File: src/rtl/maxnet_pkg.sv
// rtl/maxnet_pkg.sv - shared state encoding, defaults and bit-vector helpers for the MaxNet controller
package maxnet_pkg;

  localparam int DEF_N        = 4;
  localparam int DEF_MAX_ITER = 16;
  localparam int DEF_CALC_LAT = 1;
  localparam int VEC_W        = 32;

  typedef enum logic [2:0] {
    S_IDLE,
    S_LOAD,
    S_INIT,
    S_WAIT,
    S_CHECK,
    S_ITER,
    S_DONE
  } state_t;

  function automatic int popcount(input logic [VEC_W-1:0] v);
    int c;
    c = 0;
    for (int i = 0; i < VEC_W; i++) c += int'(v[i]);
    return c;
  endfunction

  // Returns 0 for an all-zero vector, which is also the reported winner in that case.
  function automatic int lowest_set(input logic [VEC_W-1:0] v);
    int idx;
    idx = 0;
    for (int i = VEC_W - 1; i >= 0; i--) if (v[i]) idx = i;
    return idx;
  endfunction

endpackage

File: src/rtl/maxnet_winner_enc.sv
// rtl/maxnet_winner_enc.sv - combinational summary of the positive-activation vector
module maxnet_winner_enc
  import maxnet_pkg::*;
#(
  parameter int N     = DEF_N,
  parameter int IDX_W = 2
) (
  input  logic [N-1:0]     pos_vec,
  output logic             cnt_le1,
  output logic             any_pos,
  output logic [IDX_W-1:0] idx
);

  logic [VEC_W-1:0] vec;

  always_comb begin
    vec     = VEC_W'(pos_vec);
    cnt_le1 = (popcount(vec) <= 1);
    any_pos = |pos_vec;
    idx     = IDX_W'(lowest_set(vec));
  end

endmodule

File: src/rtl/maxnet_ctrl.sv
// rtl/maxnet_ctrl.sv - sequencer for the MaxNet load/init/inhibit loop and result capture
module maxnet_ctrl
  import maxnet_pkg::*;
#(
  parameter int N        = DEF_N,
  parameter int IDX_W    = 2,
  parameter int MAX_ITER = DEF_MAX_ITER,
  parameter int CALC_LAT = DEF_CALC_LAT
) (
  input  logic             clk,
  input  logic             rst,
  input  logic             start,
  input  logic [N-1:0]     pos_vec,
  output logic             mem_rd,
  output logic [IDX_W-1:0] mem_addr,
  output logic             in_ld,
  output logic             act_ld,
  output logic             init_sel,
  output logic             busy,
  output logic             done,
  output logic [IDX_W-1:0] winner,
  output logic             no_winner,
  output logic             timeout
);

  localparam int CNT_W  = $clog2(MAX_ITER + 1);
  localparam int WAIT_W = $clog2(CALC_LAT + 1);

  state_t             state_q, state_d;
  logic               start_q, start_d;
  logic [IDX_W-1:0]   addr_q, addr_d;
  logic [WAIT_W-1:0]  wcnt_q, wcnt_d;
  logic [CNT_W-1:0]   iter_q, iter_d;
  logic [IDX_W-1:0]   winner_q, winner_d;
  logic               no_winner_q, no_winner_d;
  logic               timeout_q, timeout_d;

  logic               cnt_le1, any_pos;
  logic [IDX_W-1:0]   enc_idx;

  maxnet_winner_enc #(.N(N), .IDX_W(IDX_W)) u_enc (
    .pos_vec (pos_vec),
    .cnt_le1 (cnt_le1),
    .any_pos (any_pos),
    .idx     (enc_idx)
  );

  always_comb begin
    state_d     = state_q;
    start_d     = start;
    addr_d      = addr_q;
    wcnt_d      = wcnt_q;
    iter_d      = iter_q;
    winner_d    = winner_q;
    no_winner_d = no_winner_q;
    timeout_d   = timeout_q;
    mem_rd      = 1'b0;
    mem_addr    = '0;
    in_ld       = 1'b0;
    act_ld      = 1'b0;
    init_sel    = 1'b0;
    done        = 1'b0;

    case (state_q)
      S_IDLE: begin
        if (start && !start_q) begin
          state_d     = S_LOAD;
          addr_d      = '0;
          iter_d      = '0;
          winner_d    = '0;
          no_winner_d = 1'b0;
          timeout_d   = 1'b0;
        end
      end
      S_LOAD: begin
        mem_rd   = 1'b1;
        in_ld    = 1'b1;
        mem_addr = addr_q;
        if (addr_q == IDX_W'(N - 1)) begin
          addr_d  = '0;
          state_d = S_INIT;
        end else begin
          addr_d = addr_q + 1'b1;
        end
      end
      S_INIT: begin
        act_ld   = 1'b1;
        init_sel = 1'b1;
        wcnt_d   = '0;
        state_d  = S_WAIT;
      end
      S_WAIT: begin
        if (wcnt_q == WAIT_W'(CALC_LAT - 1)) begin
          wcnt_d  = '0;
          state_d = S_CHECK;
        end else begin
          wcnt_d = wcnt_q + 1'b1;
        end
      end
      // Convergence outranks the iteration limit when both hold on the same check.
      S_CHECK: begin
        if (cnt_le1) begin
          state_d     = S_DONE;
          winner_d    = enc_idx;
          no_winner_d = !any_pos;
        end else if (iter_q == CNT_W'(MAX_ITER)) begin
          state_d   = S_DONE;
          winner_d  = enc_idx;
          timeout_d = 1'b1;
        end else begin
          state_d = S_ITER;
        end
      end
      S_ITER: begin
        act_ld = 1'b1;
        if (iter_q != CNT_W'(MAX_ITER)) iter_d = iter_q + 1'b1;
        wcnt_d  = '0;
        state_d = S_WAIT;
      end
      S_DONE: begin
        done    = 1'b1;
        state_d = S_IDLE;
      end
      default: state_d = S_IDLE;
    endcase
  end

  assign busy      = (state_q != S_IDLE);
  assign winner    = winner_q;
  assign no_winner = no_winner_q;
  assign timeout   = timeout_q;

  // start_q resets high so a start already asserted at reset release is not an edge.
  always_ff @(posedge clk or posedge rst) begin
    if (rst) begin
      state_q     <= S_IDLE;
      start_q     <= 1'b1;
      addr_q      <= '0;
      wcnt_q      <= '0;
      iter_q      <= '0;
      winner_q    <= '0;
      no_winner_q <= 1'b0;
      timeout_q   <= 1'b0;
    end else begin
      state_q     <= state_d;
      start_q     <= start_d;
      addr_q      <= addr_d;
      wcnt_q      <= wcnt_d;
      iter_q      <= iter_d;
      winner_q    <= winner_d;
      no_winner_q <= no_winner_d;
      timeout_q   <= timeout_d;
    end
  end

endmodule

File: config.mk
export PLATFORM = sky130hd
export DESIGN_NAME = maxnet_ctrl
export DESIGN_NICKNAME = d
export VERILOG_FILES = /design/src/rtl/maxnet_pkg.sv /design/src/rtl/maxnet_winner_enc.sv /design/src/rtl/maxnet_ctrl.sv
export SDC_FILE = /design/constraint.sdc
export NUM_CORES = 1
export LEC_CHECK = 0
export CAP_MARGIN = 10
export CORE_MARGIN = 2
export CORE_UTILIZATION = 50
export DETAILED_ROUTE_END_ITERATION = 6
export PLACE_DENSITY_LB_ADDON = 0.12
export SLEW_MARGIN = 5
export SYNTH_ARGS = -nofsm -noshare
export SYNTH_HDL_FRONTEND = slang
export SYNTH_HIERARCHICAL = 1
export SYNTH_SLANG_ARGS = --single-unit
File: constraint.sdc
create_clock -name clk -period 2.2 [get_ports clk]
set_clock_uncertainty 0.2 [all_clocks]
set_input_delay 0.22 -clock clk [delete_from_list [all_inputs] [get_ports clk]]
set_output_delay 0.22 -clock clk [all_outputs]
set_load 0.1 [all_outputs]
# == Yosys cells after proc, flatten, opt, wreduce, memory -nomap -nowiden ==
# Index checks and enable logic that the tools add are counted.
# Widths: inputs -> output; s select.
# totals
memories,0
latch_bits,0
regBits,16
out_inout_bits,12
mem_bits_ro,0
input_bits,7
elab_cells,81
ramBits,0
# op_classes
addsub,6
n_eq_ne,17
n_mux,32
n_reduce_logical,17
multipliers,0
n_div,0
bitwise_logic,0
magnitude_cmp,1
shift,0
# ops
operator,n
$add 32x2->32,2
$le 32x2->1 const B,1
$mux 2,11
$pmux 3 s5,1
$ne 2x2->1 const B,7
$reduce_and 3->1,4
$mux 5,2
$pmux 5 s2,1
$eq 3x3->1 const B,3
$mux 1,9
$mux 3,3
$pmux 2 s2,2
$reduce_bool 2->1,4
$eq 3x2->1 const B,2
$pmux 1 s2,3
$add 5x1->5 const B,1
$eq 5x5->1 const B,1
$ne 5x5->1 const B,1
$reduce_and 4->1,1
$reduce_or 4->1,1
$eq 3x1->1 const B,1
$logic_not 3->1,1
$ne 3x3->1 const B,1
$reduce_bool 3->1,1
other kinds (8),9

# == Longest topological paths before layout ==
# depth
word_depth,7
ltp_mapped,7
ltp_nobuf,7

# == Cells and area by module ==
# Netlist, hierarchy kept.
# by_module_without_submodules
mod,area_each_um2,seq_area_each_um2,cells_each,n_inst
maxnet_ctrl,863.3,376.6,91,1
maxnet_winner_enc,96.3,0.0,12,1

# == Worst setup path after synthesis ==
# No wires, ideal clock.
# synth_path
path_type,reg2out
from,register state_q[0]
to,output done
arrival_ns,2.771
path_stages_with_launch,3
required_ns,1.780
path_buffers,1
slack_ns,-0.991
cell_sequence,dfrtp_1 > buf_2 > nor3b_1
# synth_via
elab_chain_cells,2
# synth_rtl
element,line_no,text
from (decl),maxnet_ctrl.sv:29,"state_t state_q, state_d;"
from (signal assigned),maxnet_ctrl.sv:145,state_q <= state_d;
$eq 3x3->1,maxnet_ctrl.sv:64,case (state_q)
$mux 1,maxnet_ctrl.sv:64,
to (decl),maxnet_ctrl.sv:20,"output logic done,"
# Every way passes these cells.

# == Final worst setup path ==
# layout_path
from,register state_q[2]
to,output mem_addr[0]
# layout_via
elab_chain_cells,2
# layout_rtl
element,line_no,text
$eq 3x1->1,maxnet_ctrl.sv:64,
$mux 2,maxnet_ctrl.sv:64,
to (decl),maxnet_ctrl.sv:15,"output logic [IDX_W-1:0] mem_addr,"
# Every way passes these cells.

==> impl_metrics.tcl <==
set metrics [dict create \
    synth_edf_count 0 \
    cts-hold-fix-buffers 0 \
    synth_area_um2 960 \
    synth_top_cell_area_share 0.365 \
    drtAntennaViolNets 0 \
    antenna_found_initial 0 \
    clock_path_buffers 2 \
    drt_iter0_drc 23 \
    first_global_vias 673 \
    place_congestion 0.718 \
    netlist_instances 103 \
    status "finished clean" \
    cts_resized 3 \
    wl_um 1810 \
    dp.final_hpwl_um 1400 \
    syn_nets 117 \
    synth_area_leaders "dfrtp_1 (37%), ha_1 (7.8%), inv_1 (4.7%), o21ai_0 (4.2%), nand2_1 (3.5%)" \
    r2r-start "iter_q[0]$_DFFE_PP0P_" \
    ios 19 \
    rsz0062_at_grt "no" \
    antenna_cells 0 \
    viasPerCell 5.29 \
    fin_util 0.723 \
    endpoint_kind "output pin" \
    synth_cell_types 35 \
    worstRegToRegCells 6 \
    period_minus_slack_ns 2.12 \
    numPortBuffers 18 \
    clk_latency_ns 0.28 \
    yosys-top-cells-count "dfrtp_1 (14), inv_1 (12), nand2_1 (9)" \
    fin_crit_sh 0.963 \
    critPathMaxFanout 11 \
    max_freq_mhz 472 \
    die_y_um 47.8 \
    grt_pass1_wl_um 2900 \
    reg2reg_slack_ns 0.23 \
    slew_violations 0 \
    finalHoldViolCount 0 \
    cts_root_buf "clkbuf_4" \
    relSlewSlack 0.624 \
    critical_path_required_ns 1.78 \
    ys.flop_type "dfrtp_1" \
    async_reset_ff_frac 1.00 \
    synth_top_family_by_area "compound AO/OA/AOI/OAI gates" \
    synthSimpleGateAreaFrac 0.190 \
    start_kind "flop" \
    vias 788 \
    remaining_drc_errors 0 \
    htreeDepth 1 \
    synth.area.mux_share 0.0209 \
    yosysMostFrequentCell "dfrtp_1" \
    grt_max_degree 16 \
    numClockSinks 15 \
    track_usage 0.184 \
    grt-ovfl-total 0 \
    max-cap-violations 0 \
    wl_per_cell_um 12.2 \
    ys_seq_elements 15 \
    area_delta_synth_final_pct 32.9 \
    fp-row-count 15 \
    synthXorXnorAreaFrac 0 \
    start_util 0.544 \
    core_area_um2 1760 \
    hold_slack_ns 0.0816 \
    die_w_um 47.8 \
    worstMarginPinSlew_ns 0.563 \
    min_path_type "primary input to async pin" \
    r2r-end "state_q[0]$_DFFE_PP0P_" \
    die_area_um2 2290 \
    synth_compound_area_frac 0.199 \
    layout-drive-gt1-share 0.274 \
    synth.largest_area_cell "dfrtp_1" \
    seq_area_frac_synth 0.392 \
    fin_nets 139 \
    ys_warn_count 6 \
    drtPass1Iterations 5 \
    tritoncts "done" \
    synth_fa_ha_area_frac 0.0991 \
    avgSynthCellArea_um2 9.32 \
    cp.arrival_ns 1.70 \
    criticalPathCategory "flop to output pin" \
    cts_buffers 3 \
    setup_violations 0 \
    path_clk_slew_ns 0.09 \
    cts_setup_buffers 0 \
]
## worst max-delay path by stage
stage	from	endpoint	slack, ns
final	state_q[2]$_DFFE_PP0P_	mem_addr[0]	0.08
after global routing	state_q[2]$_DFFE_PP0P_	mem_addr[0]	0.006
after CTS	state_q[2]$_DFFE_PP0P_	mem_addr[1]	0.04
after detailed placement	pos_vec[0]	state_q[0]$_DFFE_PP0P_	-0.33
after global placement	pos_vec[0]	state_q[0]$_DFFE_PP0P_	-0.28
after floorplan	state_q[2]$_DFFE_PP0P_	mem_addr[0]	-0.05
## stage by stage
step / setup WS, ns / instances / area (um2) / TNS, ns
after CTS: 0.0449 / 149 / 1270 / 0
final: 0.0824 / 149 / 1270 / 0
after detailed placement: -0.325 / 145 / 1250 / -1.57
after global placement: -0.278 / 145 / 1250 / -1.31
after floorplan: -0.0453 / 103 / 971 / -0.0945
after global routing: 0.00601 / 149 / 1270 / 0
## critical path, stage by stage, from the launching register on
cell and delay, ns:
dfrtp_2 0.47, or3b_4 0.45, clkinvlp_4 0.15, and2_2 0.18, buf_12 0.17
## registers in the layout, indices dropped and copies added, names as in the netlist
signal	flops
state_q	3
winner	2
start_q	1
addr_q	2
timeout	1
no_winner	1
iter_q	5
## layout by cell type, fill, tap and decap left out, types with 2 or more instances in the layout
| cell type | count |
|---|---|
| nor2_1 | 5 |
| dlygate4sd2_1 | 3 |
| a21oi_1 | 4 |
| dfrtp_1 | 11 |
| clkbuf_4 | 3 |
| and2_2 | 2 |
| o2bb2ai_1 | 2 |
| o21ai_1 | 3 |
| nor3_1 | 2 |
| clkdlybuf4s50_1 | 3 |
| nand2_1 | 9 |
| buf_4 | 10 |
| mux2i_1 | 2 |
| o21ai_0 | 8 |
| dfrtp_2 | 3 |
| or3b_4 | 2 |
| nand2b_1 | 2 |
| or3_1 | 4 |
| buf_12 | 8 |
| o221ai_1 | 2 |
| o31ai_1 | 3 |
| inv_1 | 11 |
| ha_1 | 6 |
## cells by family (layout without fill, tap and decap cells)
group,after synthesis,after routing
and+or+nand+nor,32,32
AOI/OAI and AO/OA,28,28
buffers and inverters,19,40
DFF,15,15
adders and majority gates,7,7
muxes,2,2
## layout make-up
| type | count | area (um2) |
|---|---|---|
| Tap cell | 25 | 31.3 |
| Sequential cell | 15 | 380 |
| Timing Repair Buffer | 24 | 292 |
| Fill cell | 131 | 489 |
| Clock buffer | 4 | 26.3 |
| Multi-Input combinational cell | 69 | 497 |
| Inverter | 12 | 48.8 |
## per-layer routing
| layer | share of wire | global-route usage | vias up |
|---|---|---|---|
| met2 | 0.46 | 0.275 | 27 |
| li1 | - | - | 400 |
| met3 | 0.054 | 0.0566 | 2 |
| met5 | 0 | 0 | - |
| met1 | 0.48 | 0.259 | 359 |
| met4 | 0.0072 | 0.0486 | 0 |
Power is not shown: default switching activity piles up to over one toggle a cycle in this logic, so the estimate is an artifact.
